$ cat config.mk
export PLATFORM = sky130hd
export DESIGN_NAME = io_bus_controller_flat
export DESIGN_NICKNAME = d
export VERILOG_FILES = /design/src/rtl/io_bus_controller_pkg.sv /design/src/rtl/io_bus_controller_if.sv /design/src/rtl/io_input_sync.sv /design/src/rtl/io_bus_controller.sv /design/src/flat_wrapper.sv
export SDC_FILE = /design/constraint.sdc
export NUM_CORES = 1
export LEC_CHECK = 0
export CAP_MARGIN = 20
export CORE_UTILIZATION = 55
export DETAILED_ROUTE_END_ITERATION = 16
export GPL_TIMING_DRIVEN = 0
export HOLD_SLACK_MARGIN = 0.05
export PLACE_DENSITY = 0.85
export RECOVER_POWER = 50
export SLEW_MARGIN = 20
export SYNTH_ARGS = -nofsm -noshare
export SYNTH_HDL_FRONTEND = slang
export SYNTH_HIERARCHICAL = 1
export SYNTH_SLANG_ARGS = --single-unit
$ cat constraint.sdc
create_clock -name Clock -period 4.8 [get_ports Clock]
set_input_delay 0.96 -clock Clock [delete_from_list [all_inputs] [get_ports Clock]]
set_output_delay 0.96 -clock Clock [all_outputs]
set_load 0.05 [all_outputs]
$ cat src/rtl/io_bus_controller_pkg.sv
// Shared types and constants for the IO bus controller: FSM states,
// register-map index helpers, status field positions and the timeout pattern.
package io_bus_controller_pkg;

    typedef enum logic [1:0] {
        ST_IDLE,
        ST_MEM,
        ST_IO,
        ST_DONE
    } state_t;

    // Read data returned when the memory side never answers
    localparam logic [31:0] TIMEOUT_DATA = 32'hDEAD_BEEF;

    // Status word layout
    localparam int STATUS_ERR_BIT     = 0;
    localparam int STATUS_NUM_OUT_LSB = 8;
    localparam int STATUS_NUM_IN_LSB  = 16;

    // Register-map indices; the output registers start at index 0
    function automatic logic [7:0] idx_first_in(input int num_out);
        return 8'(num_out);
    endfunction

    function automatic logic [7:0] idx_counter(input int num_out, input int num_in);
        return 8'(num_out + num_in);
    endfunction

    function automatic logic [7:0] idx_status(input int num_out, input int num_in);
        return 8'(num_out + num_in + 1);
    endfunction

    function automatic logic [31:0] status_word(input logic err, input int num_out,
                                                input int num_in);
        logic [31:0] w;
        w = '0;
        w[STATUS_ERR_BIT]                      = err;
        w[STATUS_NUM_OUT_LSB +: 8]             = 8'(num_out);
        w[STATUS_NUM_IN_LSB +: 8]              = 8'(num_in);
        return w;
    endfunction

endpackage

$ cat src/rtl/io_bus_controller_if.sv
// CPU data-port handshake: level requests from the CPU, completion flags and
// read data back from the controller.
interface io_bus_controller_if;

    logic        LeseDaten;
    logic        SchreibeDaten;
    logic [31:0] DatenAdresse;
    logic [31:0] DatenRaus;
    logic [31:0] DatenRein;
    logic        DatenGeladen;
    logic        DatenGespeichert;

    modport master (
        output LeseDaten, SchreibeDaten, DatenAdresse, DatenRaus,
        input  DatenRein, DatenGeladen, DatenGespeichert
    );

    modport slave (
        input  LeseDaten, SchreibeDaten, DatenAdresse, DatenRaus,
        output DatenRein, DatenGeladen, DatenGespeichert
    );

endinterface

$ cat src/rtl/io_input_sync.sv
// Two-flop synchroniser for one asynchronous input channel.
module io_input_sync #(
    parameter int WIDTH = 8
) (
    input  logic             clk,
    input  logic             rst,
    input  logic [WIDTH-1:0] d,
    output logic [WIDTH-1:0] q
);

    logic [WIDTH-1:0] meta;

    // Shift the raw input through two flops before anyone reads it
    always_ff @(posedge clk) begin
        if (rst) begin
            meta <= '0;
            q    <= '0;
        end else begin
            // NOTE: non-blocking so meta->q forms two stages, not a wire.
            meta <= d;
            q    <= meta;
        end
    end

endmodule

$ cat src/rtl/io_bus_controller.sv
// Decodes CPU data accesses: IO-select bit clear goes to memory with a
// timeout, set goes to the local register bank (outputs, synchronised inputs,
// cycle counter, status). Completion uses a four-phase handshake.
module io_bus_controller
    import io_bus_controller_pkg::*;
#(
    parameter int          NUM_OUT       = 2,
    parameter int          NUM_IN        = 2,
    parameter int          CH_WIDTH      = 8,
    parameter int          IO_SELECT_BIT = 31,
    parameter int          IO_WAIT       = 1,
    parameter int          MEM_TIMEOUT   = 255,
    parameter logic [31:0] OUT_RESET     = '0
) (
    input  logic                         Clock,
    input  logic                         Reset,
    io_bus_controller_if.slave           cpu,
    output logic                         MemLesen,
    output logic                         MemSchreiben,
    output logic [31:0]                  MemAdresse,
    output logic [31:0]                  MemSchreibDaten,
    input  logic [31:0]                  MemLesDaten,
    input  logic                         MemGelesen,
    input  logic                         MemGeschrieben,
    output logic [NUM_OUT*CH_WIDTH-1:0]  Ausgaenge,
    input  logic [NUM_IN*CH_WIDTH-1:0]   Eingaenge,
    output logic                         Fehler
);

    localparam logic [7:0]  IDX_IN    = idx_first_in(NUM_OUT);
    localparam logic [7:0]  IDX_CNT   = idx_counter(NUM_OUT, NUM_IN);
    localparam logic [7:0]  IDX_STAT  = idx_status(NUM_OUT, NUM_IN);
    localparam logic [31:0] WAIT_LAST = (IO_WAIT > 0) ? 32'(IO_WAIT - 1) : 32'd0;
    localparam logic [31:0] TMO_LAST  = (MEM_TIMEOUT > 0) ? 32'(MEM_TIMEOUT - 1) : 32'd0;

    state_t              state, state_next;
    logic                req, io_sel, start;
    logic                cap_write;
    logic [7:0]          cap_idx;
    logic [CH_WIDTH-1:0] cap_data;
    logic [31:0]         wait_cnt, tmo_cnt, counter;
    logic [CH_WIDTH-1:0] out_reg [NUM_OUT];
    logic [CH_WIDTH-1:0] sync_q  [NUM_IN];

    logic                mem_ok, mem_timeout, io_last, io_access, acc_write;
    logic [7:0]          acc_idx;
    logic [CH_WIDTH-1:0] acc_data;
    logic [31:0]         io_rd_data;
    logic                idx_valid, err_set, err_clr;

    // Input synchronisers, one per channel
    for (genvar k = 0; k < NUM_IN; k++) begin : g_in
        io_input_sync #(.WIDTH(CH_WIDTH)) u_sync (
            .clk (Clock),
            .rst (Reset),
            .d   (Eingaenge[k*CH_WIDTH +: CH_WIDTH]),
            .q   (sync_q[k])
        );
    end

    for (genvar k = 0; k < NUM_OUT; k++) begin : g_out
        assign Ausgaenge[k*CH_WIDTH +: CH_WIDTH] = out_reg[k];
    end

    // Request decode; in IDLE the live bus is used so a zero-wait IO access
    // can complete on the capture edge
    always_comb begin
        req         = cpu.LeseDaten | cpu.SchreibeDaten;
        io_sel      = cpu.DatenAdresse[IO_SELECT_BIT];
        start       = (state == ST_IDLE) && req;
        acc_write   = (state == ST_IDLE) ? cpu.SchreibeDaten : cap_write;
        acc_idx     = (state == ST_IDLE) ? cpu.DatenAdresse[7:0] : cap_idx;
        acc_data    = (state == ST_IDLE) ? cpu.DatenRaus[CH_WIDTH-1:0] : cap_data;
        mem_ok      = cap_write ? MemGeschrieben : MemGelesen;
        mem_timeout = (MEM_TIMEOUT != 0) && (tmo_cnt == TMO_LAST);
        io_last     = (IO_WAIT == 0) || (wait_cnt == WAIT_LAST);
        io_access   = (start && io_sel && (IO_WAIT == 0)) || ((state == ST_IO) && io_last);
    end

    // Register-map read mux and index validity
    always_comb begin
        // NOTE: defaults first so no path through this block infers a latch.
        io_rd_data = '0;
        idx_valid  = 1'b0;
        for (int k = 0; k < NUM_OUT; k++) begin
            if (acc_idx == 8'(k)) begin
                io_rd_data = 32'(out_reg[k]);
                idx_valid  = 1'b1;
            end
        end
        for (int k = 0; k < NUM_IN; k++) begin
            if (acc_idx == IDX_IN + 8'(k)) begin
                io_rd_data = 32'(sync_q[k]);
                idx_valid  = 1'b1;
            end
        end
        if (acc_idx == IDX_CNT) begin
            io_rd_data = counter;
            idx_valid  = 1'b1;
        end
        if (acc_idx == IDX_STAT) begin
            io_rd_data = status_word(Fehler, NUM_OUT, NUM_IN);
            idx_valid  = 1'b1;
        end
    end

    // Error sources and the status-write clear
    always_comb begin
        err_set = (start && cpu.LeseDaten && cpu.SchreibeDaten)
                || (io_access && !idx_valid)
                || ((state == ST_MEM) && !mem_ok && mem_timeout);
        err_clr = io_access && acc_write && (acc_idx == IDX_STAT);
    end

    // FSM next-state
    always_comb begin
        state_next = state;
        unique case (state)
            ST_IDLE: if (req) state_next = !io_sel ? ST_MEM
                                         : ((IO_WAIT == 0) ? ST_DONE : ST_IO);
            ST_MEM:  if (mem_ok || mem_timeout) state_next = ST_DONE;
            ST_IO:   if (io_last) state_next = ST_DONE;
            ST_DONE: if (!req) state_next = ST_IDLE;
            default: state_next = ST_IDLE;
        endcase
    end

    // FSM state register
    always_ff @(posedge Clock) begin
        if (Reset) state <= ST_IDLE;
        else       state <= state_next;
    end

    // Capture, memory strobes, wait/timeout counters and CPU completion
    always_ff @(posedge Clock) begin
        if (Reset) begin
            cap_write            <= 1'b0;
            cap_idx              <= '0;
            cap_data             <= '0;
            wait_cnt             <= '0;
            tmo_cnt              <= '0;
            MemLesen             <= 1'b0;
            MemSchreiben         <= 1'b0;
            MemAdresse           <= '0;
            MemSchreibDaten      <= '0;
            cpu.DatenRein        <= '0;
            cpu.DatenGeladen     <= 1'b0;
            cpu.DatenGespeichert <= 1'b0;
        end else begin
            case (state)
                ST_IDLE: if (req) begin
                    cap_write <= cpu.SchreibeDaten;
                    cap_idx   <= cpu.DatenAdresse[7:0];
                    cap_data  <= cpu.DatenRaus[CH_WIDTH-1:0];
                    wait_cnt  <= '0;
                    tmo_cnt   <= '0;
                    if (!io_sel) begin
                        MemAdresse      <= cpu.DatenAdresse;
                        MemSchreibDaten <= cpu.DatenRaus;
                        MemLesen        <= !cpu.SchreibeDaten;
                        MemSchreiben    <= cpu.SchreibeDaten;
                    end
                end
                ST_MEM: begin
                    if (mem_ok || mem_timeout) begin
                        MemLesen     <= 1'b0;
                        MemSchreiben <= 1'b0;
                        if (!cap_write) cpu.DatenRein <= mem_ok ? MemLesDaten : TIMEOUT_DATA;
                    end else begin
                        tmo_cnt <= tmo_cnt + 32'd1;
                    end
                end
                ST_IO: if (!io_last) wait_cnt <= wait_cnt + 32'd1;
                ST_DONE: if (!req) begin
                    cpu.DatenGeladen     <= 1'b0;
                    cpu.DatenGespeichert <= 1'b0;
                end
                default: ;
            endcase
            if (io_access && !acc_write) cpu.DatenRein <= io_rd_data;
            if ((state != ST_DONE) && (state_next == ST_DONE)) begin
                cpu.DatenGeladen     <= !acc_write;
                cpu.DatenGespeichert <= acc_write;
            end
        end
    end

    // Register bank writes, free-running counter and sticky error
    always_ff @(posedge Clock) begin
        if (Reset) begin
            // NOTE: the output bank is a handful of flops, so every entry is reset.
            for (int k = 0; k < NUM_OUT; k++) out_reg[k] <= OUT_RESET[CH_WIDTH-1:0];
            counter <= '0;
            Fehler  <= 1'b0;
        end else begin
            if (io_access && acc_write && (acc_idx == IDX_CNT)) counter <= '0;
            else                                                counter <= counter + 32'd1;
            for (int k = 0; k < NUM_OUT; k++) begin
                if (io_access && acc_write && (acc_idx == 8'(k))) out_reg[k] <= acc_data;
            end
            if (err_set)      Fehler <= 1'b1;
            else if (err_clr) Fehler <= 1'b0;
        end
    end

endmodule

$ cat src/flat_wrapper.sv
// flat-port wrapper written by rule: the top's interface ports become plain ports
module io_bus_controller_flat import io_bus_controller_pkg::*;
#(
    parameter int          NUM_OUT       = 2,
    parameter int          NUM_IN        = 2,
    parameter int          CH_WIDTH      = 8,
    parameter int          IO_SELECT_BIT = 31,
    parameter int          IO_WAIT       = 1,
    parameter int          MEM_TIMEOUT   = 255,
    parameter logic [31:0] OUT_RESET     = '0
)
  (Clock, Reset, MemLesen, MemSchreiben, MemAdresse, MemSchreibDaten, MemLesDaten, MemGelesen, MemGeschrieben, Ausgaenge, Eingaenge, Fehler, cpu_LeseDaten, cpu_SchreibeDaten, cpu_DatenAdresse, cpu_DatenRaus, cpu_DatenRein, cpu_DatenGeladen, cpu_DatenGespeichert);
  io_bus_controller_if cpu_i ();
  input  logic Clock;
  input  logic Reset;
  output logic MemLesen;
  output logic MemSchreiben;
  output logic [31:0] MemAdresse;
  output logic [31:0] MemSchreibDaten;
  input  logic [31:0] MemLesDaten;
  input  logic MemGelesen;
  input  logic MemGeschrieben;
  output logic [NUM_OUT*CH_WIDTH-1:0] Ausgaenge;
  input  logic [NUM_IN*CH_WIDTH-1:0] Eingaenge;
  output logic Fehler;
  input wire logic [$bits(cpu_i.LeseDaten)-1:0] cpu_LeseDaten;
  input wire logic [$bits(cpu_i.SchreibeDaten)-1:0] cpu_SchreibeDaten;
  input wire logic [$bits(cpu_i.DatenAdresse)-1:0] cpu_DatenAdresse;
  input wire logic [$bits(cpu_i.DatenRaus)-1:0] cpu_DatenRaus;
  output wire logic [$bits(cpu_i.DatenRein)-1:0] cpu_DatenRein;
  output wire logic [$bits(cpu_i.DatenGeladen)-1:0] cpu_DatenGeladen;
  output wire logic [$bits(cpu_i.DatenGespeichert)-1:0] cpu_DatenGespeichert;
  assign cpu_i.LeseDaten = cpu_LeseDaten;
  assign cpu_i.SchreibeDaten = cpu_SchreibeDaten;
  assign cpu_i.DatenAdresse = cpu_DatenAdresse;
  assign cpu_i.DatenRaus = cpu_DatenRaus;
  assign cpu_DatenRein = cpu_i.DatenRein;
  assign cpu_DatenGeladen = cpu_i.DatenGeladen;
  assign cpu_DatenGespeichert = cpu_i.DatenGespeichert;
  io_bus_controller #(.NUM_OUT(NUM_OUT), .NUM_IN(NUM_IN), .CH_WIDTH(CH_WIDTH), .IO_SELECT_BIT(IO_SELECT_BIT), .IO_WAIT(IO_WAIT), .MEM_TIMEOUT(MEM_TIMEOUT), .OUT_RESET(OUT_RESET)) u_core (.Clock(Clock), .Reset(Reset), .cpu(cpu_i), .MemLesen(MemLesen), .MemSchreiben(MemSchreiben), .MemAdresse(MemAdresse), .MemSchreibDaten(MemSchreibDaten), .MemLesDaten(MemLesDaten), .MemGelesen(MemGelesen), .MemGeschrieben(MemGeschrieben), .Ausgaenge(Ausgaenge), .Eingaenge(Eingaenge), .Fehler(Fehler));
endmodule
==> flow_summary.yaml <==
run_status:
  status: "finished, final reports clean"
cells_and_area:
  antenna_cells: 0
  fillers: 1379
  finalNetCount: 1654
  drive_gt1_share_pct: 8.51
  area_growth_pct: 31.9
clock_network:
  clkSlewWorstSetupHoldPaths_ps: 60
  clkSinkCount: 263
  clockBufferDepth: 3
  cts_tree: "yes"
  cts-hold-fix-buffers: 0
  post_cts_resized: 0
  htree_levels: 1
  worstSkewPairLatency_ps: 550
  cts_setup_buffers: 0
  cts_root_buf: "clkbuf_16"
  cts_buffers: 27
synthesis:
  synth_top_area_share_pct: 44.2
  yosysMostFrequentCell: "nand2_1"
  synth_area_leaders: "dfxtp_1 44%, nand2_1 8.3%, a21oi_1 5.7%"
  syn_nets: 1392
  synth_top_cell_by_area: "dfxtp_1"
  avgSynthCellArea_um2: 8.81
  synth-edff-count: 16
  async_flop_share_pct: 0
  ys_warn_count: 6
  synth_cells: 1269
  post_synth_num_cell_types: 70
  synth_area_um2: 11200
  yosys-top-cells-count: "248 x nand2_1, 247 x dfxtp_1, 127 x a21oi_1, 123 x nor2_1, 40 x xor2_1"
  yosys_most_used_dff: "dfxtp_1"
  synth_seq_area_share_pct: 48.5
  synth_seq_cells: 263
sta:
  fin_crit_sh_pct: 76.1
  finalSetupViolCount: 0
  rsz0062_at_grt: "false"
  relSlewSlack_pct: 38.8
  layout_min_cycle_time_ps: 3650
  fin_tns_setup_ps: 0
  tightest_slew_ps: 892
  slew_viol_final: 0
  hold_violations: 0
  fin_skew_ps: 15.3
  fmax_mhz: 274
global_route:
  gr-usage-all-layers_pct: 30.2
  grt_max_degree: 16
  grt_overflow: 0
  first_global_vias: 10100
  antenna_found_initial: 1
  grt_pass1_wl_um: 50000
drt:
  drt_wl_total_um: 31900
  drt.antenna.violating_nets: 0
  drc: 0
  wl_per_cell_um: 17.6
  dr.pass1.iters: 5
  avgViaCountPerCell: 5.73
  vias: 10400
  dr.first_iter.drc_count: 698
critical_path:
  critPathArrivalTime_ps: 4100
  endpoint_kind: "flip-flop"
  required_ps: 5250
  crit_type: "input pin to flip-flop"
  critPathLaunch: "cpu_DatenAdresse[4]"
  r2r_cells: 8
  r2r_start: "u_core/state[0]$_SDFF_PP0_"
  cp-start-kind: "input pin"
  cp_max_fo: 10
  endpoint: "u_core/cpu.DatenRein[19]$_SDFFE_PP0P_"
  rrSetupSlack_ps: 1570
  r2r-end: "u_core/cpu.DatenRein[19]$_SDFFE_PP0P_"
die:
  initial_utilization_pct: 56.7
  die-area_um2: 20900
  ios: 235
  core_area_um2: 19700
  rows: 51
  die_h_um: 145
  die_w_um: 145
place:
  gp_congestion: 0.910
  io_buffers: 233
  dp_hpwl_um: 22700
run:
  cap_viol_max_count: 0
min_path:
  min_path_type: "flip-flop to flip-flop"
pwr:
  intPower_uw: 4150
  power_density_nw_per_um2: 409
  p_seq_share_pct: 40.3
  p_sw_uw: 1870
  p_clk_share_pct: 37.1
  power_frac_comb_pct: 22.6
  p_sw_share_pct: 31.1
  irDropWorstVdd_mv: 0.322
  total_power_uw: 6030
  p_leak_uw: 0.00557
## worst min path at each step
stage	start	endpoint	slack (ps)	depth (start not counted)
2_1_floorplan	u_core/g_in[0].u_sync/meta[3]$_SDFF_PP0_	u_core/g_in[0].u_sync/q[3]$_SDFF_PP0_	410	1
3_3_place_gp	u_core/g_in[0].u_sync/meta[1]$_SDFF_PP0_	u_core/g_in[0].u_sync/q[1]$_SDFF_PP0_	420	1
3_5_place_dp	u_core/g_in[1].u_sync/meta[2]$_SDFF_PP0_	u_core/g_in[1].u_sync/q[2]$_SDFF_PP0_	430	1
4_1_cts	u_core/g_in[0].u_sync/meta[6]$_SDFF_PP0_	u_core/g_in[0].u_sync/q[6]$_SDFF_PP0_	440	1
5_1_grt	u_core/g_in[1].u_sync/meta[3]$_SDFF_PP0_	u_core/g_in[1].u_sync/q[3]$_SDFF_PP0_	460	1
6_report	u_core/g_in[0].u_sync/meta[6]$_SDFF_PP0_	u_core/g_in[0].u_sync/q[6]$_SDFF_PP0_	440	1
## worst max-delay path, cell delays in order
cell           delay (ps)
dlygate4sd3_1         600
nor3_1                290
nand3_2               170
a211oi_1              770
and3_1                420
clkbuf_1              440
nand2_1               180
a311oi_2              270
## per-stage QoR
stage	setup WS (ps)	hold slack [ps]	util [%]	instance area, µm²	std cells
after floorplan	2250	414	-	11200	1269
after global placement	950	420	70.2	13800	1767
after detailed placement	922	426	70.2	13800	1767
after CTS	1470	441	75.1	14800	1817
after global routing	1040	462	74.8	14700	1817
final	1150	437	74.8	14700	1817
## cell families (layout without fill, tap and decap cells)
kind of cell,count (synthesis),after routing,share of synthesized area (%)
other,1,1,0.0336
AND/OR/NAND/NOR,597,597,26.4
AO/OA/AOI/OAI,243,243,13.5
flip-flops,263,263,48.5
XOR/XNOR,61,61,4.78
adder cells (fa/ha/maj),5,5,0.560
buffers and inverters,84,367,3.69
multiplexers,15,15,2.52
## layer usage
layer / GRT usage, % / wire length [µm] / part of all wire, %
met3: 7.25 / 2690 / 8.4
met5: 0 / 11 / 0.034
met2: 52.5 / 15700 / 49
met4: 10.2 / 860 / 2.7
met1: 36.5 / 12600 / 40
## placed cells by master (no fill, tap or decap), types with 27 or more instances in the layout
master | synthesis | layout
clkdlybuf4s50_1 | 0 | 114
xor2_1 | 40 | 40
dlygate4sd3_1 | 0 | 119
nand3_1 | 39 | 39
nand2_1 | 248 | 248
dfxtp_1 | 247 | 247
clkbuf_16 | 0 | 29
nor2_1 | 123 | 123
clkbuf_1 | 31 | 45
o21ai_0 | 27 | 27
a21oi_1 | 127 | 127
## power groups by stage
stage               Combinational, µW  Sequential (µW)  Clock [µW]
floorplan                         538             2830           0
global placement                 1370             2470           0
detailed placement               1390             2480           0
CTS                              1400             2430        2250
global route                     1450             2440        2350
finish                           1360             2430        2240
## cell type report
cell class / instances / area [µm²] / area share [%]
Multi-Input combinational cell: 922 / 5310 / 36.0
Buffer: 71 / 330 / 2.24
Clock inverter: 11 / 154 / 1.04
Inverter: 13 / 48.8 / 0.331
Timing Repair Buffer: 233 / 2330 / 15.8
Clock buffer: 39 / 813 / 5.52
Tap cell: 265 / 332 / 2.25
Sequential cell: 263 / 5430 / 36.8
(Power assumes the default switching activity.)
